`src/rtl/ifetch_pkg.sv`:
```
// Shared definitions for the instruction prefetch unit.
// Latency: n/a (types and constants only).
// Backpressure: n/a.
package ifetch_pkg;

    localparam int INSTR_W = 32;
    localparam int PC_STEP = 4;

    // FETCH: idle, may issue; WAIT: live request; DROP: request whose data is stale
    typedef enum logic [1:0] {
        FETCH = 2'd0,
        WAIT  = 2'd1,
        DROP  = 2'd2
    } fetch_state_t;

endpackage

```
`src/rtl/ifetch_fifo.sv`:
```
// Generic circular FIFO with synchronous flush and occupancy count.
// Latency: pushed entry visible at head the cycle after the push.
// Backpressure: pushes are ignored when full; head held until pop_rdy.
// Ports: clock/reset, flush (empties queue), push_vld/push_dat,
//        pop_rdy (consumer takes head), head_vld/head_dat, count.
module ifetch_fifo #(
    parameter int DEPTH = 4,
    parameter int WIDTH = 64
) (
    input  logic                     clock,
    input  logic                     reset,
    input  logic                     flush,
    input  logic                     push_vld,
    input  logic [WIDTH-1:0]         push_dat,
    input  logic                     pop_rdy,
    output logic                     head_vld,
    output logic [WIDTH-1:0]         head_dat,
    output logic [$clog2(DEPTH):0]   count
);

    localparam int PTR_W = $clog2(DEPTH);
    localparam logic [PTR_W:0] FULL = (PTR_W+1)'(DEPTH);

    logic [WIDTH-1:0] mem [DEPTH];
    logic [PTR_W-1:0] rd_ptr;
    logic [PTR_W-1:0] wr_ptr;
    logic             do_push;
    logic             do_pop;

    assign head_vld = (count != '0);
    assign head_dat = mem[rd_ptr];
    assign do_push  = push_vld && !flush && (count != FULL);
    assign do_pop   = pop_rdy && head_vld;

    always_ff @(posedge clock) begin
        if (reset || flush) begin
            rd_ptr <= '0;
            wr_ptr <= '0;
            count  <= '0;
        end else begin
            if (do_push) wr_ptr <= wr_ptr + PTR_W'(1);
            if (do_pop)  rd_ptr <= rd_ptr + PTR_W'(1);
            if (do_push && !do_pop)
                count <= count + (PTR_W+1)'(1);
            else if (do_pop && !do_push)
                count <= count - (PTR_W+1)'(1);
        end
    end

    // Storage needs no reset: count gates visibility of every entry.
    always_ff @(posedge clock) begin
        if (do_push) mem[wr_ptr] <= push_dat;
    end

endmodule

```
`src/rtl/ifetch_prefetch.sv`:
```
// Instruction prefetcher: one outstanding memory read feeding a small queue.
// Latency: request one cycle after space is free; data at head the cycle after ack.
// Backpressure: consumer stalls via out_ready; fetching stops when queue+request fill DEPTH.
// Ports: clock/reset; imem_req/imem_addr/imem_ack/imem_rdata (memory side);
//        redirect_valid/redirect_addr (flush + new target);
//        out_valid/out_ready/out_instr/out_pc/out_link_addr (consumer side).
module ifetch_prefetch
    import ifetch_pkg::*;
#(
    parameter int                ADDR_W   = 32,
    parameter int                DEPTH    = 4,
    parameter logic [ADDR_W-1:0] RESET_PC = '0
) (
    input  logic                clock,
    input  logic                reset,
    output logic                imem_req,
    output logic [ADDR_W-1:0]   imem_addr,
    input  logic                imem_ack,
    input  logic [INSTR_W-1:0]  imem_rdata,
    input  logic                redirect_valid,
    input  logic [ADDR_W-1:0]   redirect_addr,
    output logic                out_valid,
    input  logic                out_ready,
    output logic [INSTR_W-1:0]  out_instr,
    output logic [ADDR_W-1:0]   out_pc,
    output logic [ADDR_W-1:0]   out_link_addr
);

    localparam int ENT_W = ADDR_W + INSTR_W;

    fetch_state_t               state;
    fetch_state_t               state_nxt;
    logic [ADDR_W-1:0]          pc;
    logic                       push;
    logic                       pending;
    logic                       has_space;
    logic [$clog2(DEPTH):0]     q_count;
    logic [ENT_W-1:0]           head_dat;
    logic                       redirect_lsb_unused;

    // Fetch targets are always word aligned; the low bits are dropped.
    assign redirect_lsb_unused = ^redirect_addr[1:0];

    assign imem_req  = (state != FETCH);
    // A live request already owns a slot so its ack can never overflow.
    assign pending   = (state == WAIT);
    assign has_space = (int'(q_count) + int'(pending)) < DEPTH;

    always_comb begin
        state_nxt = state;
        push      = 1'b0;
        case (state)
            FETCH: begin
                if (!redirect_valid && has_space) state_nxt = WAIT;
            end
            WAIT: begin
                if (imem_ack) begin
                    state_nxt = FETCH;
                    push      = !redirect_valid;
                end else if (redirect_valid) begin
                    state_nxt = DROP;
                end
            end
            DROP: begin
                // Stale data is absorbed here; redirects only move pc.
                if (imem_ack) state_nxt = FETCH;
            end
            default: state_nxt = FETCH;
        endcase
    end

    always_ff @(posedge clock) begin
        if (reset) begin
            state     <= FETCH;
            pc        <= RESET_PC;
            imem_addr <= '0;
        end else begin
            state <= state_nxt;
            if (state == FETCH && state_nxt == WAIT) imem_addr <= pc;
            if (redirect_valid)
                pc <= {redirect_addr[ADDR_W-1:2], 2'b00};
            else if (push)
                pc <= pc + ADDR_W'(PC_STEP);
        end
    end

    ifetch_fifo #(
        .DEPTH (DEPTH),
        .WIDTH (ENT_W)
    ) u_queue (
        .clock    (clock),
        .reset    (reset),
        .flush    (redirect_valid),
        .push_vld (push),
        .push_dat ({pc, imem_rdata}),
        .pop_rdy  (out_ready),
        .head_vld (out_valid),
        .head_dat (head_dat),
        .count    (q_count)
    );

    assign out_pc        = head_dat[ENT_W-1:INSTR_W];
    assign out_instr     = head_dat[INSTR_W-1:0];
    assign out_link_addr = out_pc + ADDR_W'(PC_STEP);

endmodule

```
`config.mk`:
```
export PLATFORM = sky130hd
export DESIGN_NAME = ifetch_prefetch
export DESIGN_NICKNAME = d
export VERILOG_FILES = /design/src/rtl/ifetch_pkg.sv /design/src/rtl/ifetch_fifo.sv /design/src/rtl/ifetch_prefetch.sv
export SDC_FILE = /design/constraint.sdc
export NUM_CORES = 1
export LEC_CHECK = 0
export CAP_MARGIN = 15
export CORE_MARGIN = 3
export CORE_UTILIZATION = 50
export CTS_BUF_LIST = sky130_fd_sc_hd__clkbuf_4 sky130_fd_sc_hd__clkbuf_8
export CTS_CLUSTER_SIZE = 28
export DETAILED_ROUTE_END_ITERATION = 12
export GPL_TIMING_DRIVEN = 0
export PLACE_DENSITY = 0.78
export SYNTH_ARGS = -nofsm -noshare
export SYNTH_HDL_FRONTEND = slang
export SYNTH_SLANG_ARGS = --single-unit
```
`constraint.sdc`:
```
create_clock -name clock -period 4.1 [get_ports clock]
set_clock_uncertainty 0.2 [all_clocks]
set_input_delay 1.025 -clock clock [delete_from_list [all_inputs] [get_ports clock]]
set_output_delay 1.025 -clock clock [all_outputs]
set_load 0.005 [all_outputs]
```
### Yosys cells after proc, flatten, opt, wreduce, memory -nomap -nowiden

Memory sizes are Yosys's and may differ from the RTL's. A register that Yosys moved wholly into a read port is not among the register bits.
Index checks and enable logic that the tools add are counted.

* bits in latches: 0
* bits in registers: 73
* memory bits (read-only): 0
* output and inout port bits: 130
* word-level logic and storage cells: 52
* bits in writable memories: 256
* memories: 1
* input port bits: 69

Memories
* u_queue.mem: depth 4, bits a word 64, rd ports 1, clocked after Yosys merged registers in 1, wr ports 1, RTL line ifetch_fifo.sv:24 `logic [WIDTH-1:0] mem [DEPTH];`

* div/mod/pow operators: 0
* $add $sub $neg: 7
* magnitude comparators: 1
* mux-type cells: 15
* equal/unequal tests: 4
* multiply operators: 0
* bitwise logic cells: 0
* reduce and logical (&&, ||, !) cells: 17
* shift-type cells: 0

Operator list (count)
* $add A32 B3 Y32 const B: 2
* $mux W32: 2
* $mux W2: 6
* $logic_and A1 B1 Y1: 7
* $mux W3: 2
* $pmux W2 S3: 1
* $reduce_bool A2 Y1: 3
* $add A2 B1 Y2 const B: 2
* $add A3 B1 Y4: 1
* $eq A2 B1 Y1 const B: 2
* $lt A4 B3 Y1 const B: 1
* $mux W1: 4
* $add A3 B1 Y3 const B: 1
* $logic_not A1 Y1: 3
* $ne A3 B3 Y1 const B: 1
* $reduce_bool A3 Y1: 1
* $sub A3 B1 Y3 const B: 1
* $eq A2 B2 Y1 const B: 1
* $logic_not A2 Y1: 1
* $reduce_or A2 Y1: 1
* $logic_or A1 B1 Y1: 1

### Logic depth before layout (Yosys ltp)

* depth in word-level cells: 9
* gate-level depth with buffers: 9
* depth with buffers taken out: 8

### Cells and area by module

A second synthesis with hierarchy kept.

* cell total of the unflattened synthesis: 833
* area, all modules: 13297.8 um^2

By module, submodules not included
* ifetch_fifo: times used 1, cells each 383, sequential area each 7867.5 um^2, area each 9776.9 um^2
* ifetch_prefetch: times used 1, cells each 450, sequential area each 1241.2 um^2, area each 3520.9 um^2

### Worst setup path before layout

Ideal clock, no wire load.

* kind: input port to flip-flop
* start point: in redirect_valid
* end point: mem u_queue.mem[1][0] (enable)
* stages: 4
* buffers on the path: 1
* setup time: 426 ps
* setup slack: 114 ps
* data arrival time: 3360 ps
* cell sequence: clkbuf_1 > nand4bb_1 > a21oi_1 > and2_1

* cells in the longest elaborated chain, start to end: 7

Ends and longest elaborated chain
* start: declaration: RTL line ifetch_prefetch.sv:20 `input logic redirect_valid,`
* $logic_not A1 Y1 (*): RTL line ifetch_fifo.sv:32, ifetch_prefetch.sv:59
* $mux W1: RTL line ifetch_prefetch.sv:57 `if (imem_ack) begin`
* $mux W1: RTL line ifetch_prefetch.sv:52 `case (state)`
* $logic_and A1 B1 Y1 (*) (2 in series): RTL line ifetch_fifo.sv:32 `assign do_push = push_vld && !flush && (count != FULL);`
* net u_queue.do_push: RTL line ifetch_fifo.sv:27 `logic do_push;`
* $mux W1 (*): RTL line ifetch_fifo.sv:52 `if (do_push) mem[wr_ptr] <= push_dat;`
* $mux W1 (not written as such) (*): RTL line ifetch_fifo.sv:52
* end: declaration: RTL line ifetch_fifo.sv:24

Mark *: on every way through the listed nets, which the timed path passes. The rest lies on a longest branch.

==> impl_metrics.toml <==
[synthesis]
postSynthCellCount = 800
synth.distinct_cells = 56
synth.area.top_cells = "edfxtp_1, dfxtp_1, mux4_2"
yosysSeqAreaShare_pct = 69.0
synth.most_common_cell = "edfxtp_1"
synth_top_area_share_pct = 57.9
ys_seq_elements = 319
ys_async_sr_fraction_pct = 0
netlist_top_cells_count = "edfxtp_1, nand2_1, dfxtp_1"
ys_warn_count = 0
synth_ff_type = "edfxtp_1"
synth_edf_count = 248
yosys.area.top_type = "edfxtp_1"
syn-cell-area_um2 = 12900
synth_area_per_cell_um2 = 16.1

[pwr]
p_int_mw = 5.41
p_total_mw = 6.82
power.density_nw_per_um2 = 411
p_switching_mw = 1.41
seqPwrFrac_pct = 52.8
max-vdd-ir-drop_mv = 0.246
p_leak_nw = 5.51
clock_power_share_pct = 41.9
p_comb_share_pct = 5.4
power.share.switching_pct = 20.7

[clocking]
cts.htree.levels = 2
cts_sinks = 319
clkTransAtPathRegs_ns = 0.07
clockBufferDepth = 3
cts_tree = "built"
holdBufCountCts = 0
clock-root-buffer = "clkbuf_8"
clk_latency_ns = 0.56
cts_buffers = 49

[global_routing]
grt_pass1_wl_um = 45700
grt_max_degree = 45
grt.total_usage_pct = 20.9
antenna_found_initial = 0
grt-ovfl-total = 0
first_global_vias = 8037

[floorplanning]
die_width_um = 166
rows = 58
io_pins = 199
die_h_um = 166
core_um2 = 25300
dieArea_um2 = 27700
start_util_pct = 50.9

[setup_path]
worst_setup_path_start_kind = "flop"
slowest_stage = "mux4_2"
path_max_fanout = 9
end_kind = "output pin"
reg2reg_slack_ns = 1.24
required_ns = 2.87
crit_type = "flop to output pin"
slowest_delay_ns = 0.38
critPathMostFrequentCell = "buf_12"
path_cells = "buf_12 -> buf_12 -> mux4_2 -> nand4_4 -> nor4_4 -> buf_6 -> buf_4 -> nand4_1 -> xnor2_1 -> clkdlybuf4s15_1"
worstPathArrival_ns = 2.80

[flow_run]
drv_cap = 0

[drt]
vias = 7956
first_iter_violations = 631
wirelength_um = 29400
viasPerCell = 5.51
first_pass_iters = 5
routedWlPerCell_um = 20.3
postRouteAntennaNets = 0
drc_errors = 0

[placement]
gp_congestion = 0.831
numPortBuffers = 188
hpwl_um = 19800
detailedPlace.worstSlack_ns = -0.266

[timing]
setup_viol = 0
fmax_mhz = 248
maxSlewHeadroom_pct = 57.6
worst_slew_pin_slew_ns = 0.637
finalMaxSlewViolations = 0
finalHoldViolCount = 0
holdWs_ns = 0.260
fin_ws_ns = 0.0703
period_needed_ns = 4.03
rsz0062_at_grt = "yes"
period_share_pct = 98.3

[finish]
num_antenna_cells = 0
nNetsFinal = 1154
final_util_pct = 65.8
syn_to_final_growth_pct = 29.2
drive_gt1_share_pct = 20.1

[run_status]
status = "finished, final reports clean"

[worst_hold_path]
hold_path.class = "flop to flop"
cells by family (layout without fill, tap and decap cells):
group / count (synthesis) / after routing / synth area share (%)
AND/OR/NAND/NOR: 229 / 230 / 9.29
multiplexers: 69 / 69 / 11.7
AO/OA/AOI/OAI: 73 / 73 / 3.50
flip-flops: 319 / 319 / 69.0
buffers and inverters: 51 / 359 / 2.21
XOR/XNOR: 50 / 50 / 3.41
other: 1 / 6 / 0.0292
adder cells (fa/ha/maj): 8 / 8 / 0.837
path summary, 6_finish.rpt:
kind / endpoint / start / depth (start not counted)
worst max-delay path: out_link_addr[31] / flop / 10
worst min-delay path: imem_addr[27] / imem_addr[27] / 2
worst max register to register: u_queue.count[2] / state[0] / 8
worst min register to register: imem_addr[27] / imem_addr[27] / 2
metrics by stage:
step	instance area, um^2	instances	TNS [ns]
6_report	16600	1444	0
5_1_grt	16600	1444	-0.117
4_1_cts	16500	1432	-0.430
3_5_place_dp	15300	1327	-1.48
3_3_place_gp	15200	1323	-354.54
2_1_floorplan	12900	805	0
sequential cells by signal (all words and copies together) (netlist names), named ones only:
name            count
pc                 30
u_queue.wr_ptr      2
state               2
u_queue.mem       248
imem_addr          30
u_queue.rd_ptr      2
u_queue.count       3
power by group through the flow:
stage	registers [mW]	clock network, mW	logic (mW)
after global routing	3.60	3.07	0.396
after CTS	3.60	2.92	0.362
after floorplan	3.64	0	0.158
final	3.60	2.86	0.365
after detailed placement	3.66	0	0.358
after global placement	3.66	0	0.349
timing repair:
action,in CTS,in global routing
endpoints found under the setup margin,57,19
buffers inserted,17,10
pin swaps,6,7
gates cloned,0,2
resized for setup,43,35
worst max-delay path: cells and delay by family (launching register included):
family	cells	cell delay, ns
simple gates	3	0.54
flops	1	0.33
xor+xnor	1	0.15
buf+inv	5	0.83
mux	1	0.38
cell usage in the layout (no fill, tap or decap), drive strengths merged, types with 2 or more instances in the layout:
master,Yosys,routed
edfxtp,248,248
clkdlybuf4s50,0,162
clkbuf,25,97
nand2,83,83
dfxtp,71,71
mux4,62,62
buf,17,49
nor2,46,47
a21oi,37,37
xnor2,32,32
nand3,23,23
nand4,20,20
xor2,18,18
a211oi,15,15
clkinv,0,15
or3,12,12
dlygate4sd2,0,12
inv,9,10
and2,10,10
and3,9,9
ha,7,7
o21ai,6,6
mux2i,6,6
conb,1,6
bufinv,0,6
and4,5,5
a311oi,5,5
clkdlybuf4s15,0,4
or2,4,4
nor3,4,4
nor4,4,4
a2111oi,3,3
a31oi,3,3
nand3b,2,2
or4,2,2
clkinvlp,0,2
dlymetal6s2s,0,2
metal layers:
layer  GRT usage, %  vias to the layer above  share of wire [%]
li1               -                     3633                  -
met1           28.2                     3988                 41
met2           35.4                      306                 51
met3           4.59                       29                6.7
met4           4.66                        0                1.2
met5              0                        -                  0
area by class of cell:
class / instances / area [um^2]
plain buffers: 42 / 284
clock inverters: 24 / 270
clock buffers: 64 / 812
well taps: 330 / 413
inverters: 9 / 33.8
fillers: 1774 / 8640
multi-input cells: 436 / 3730
flip-flops and latches: 319 / 8870
repair buffers: 220 / 2200
Note: power is estimated with default switching activity, not from simulation.
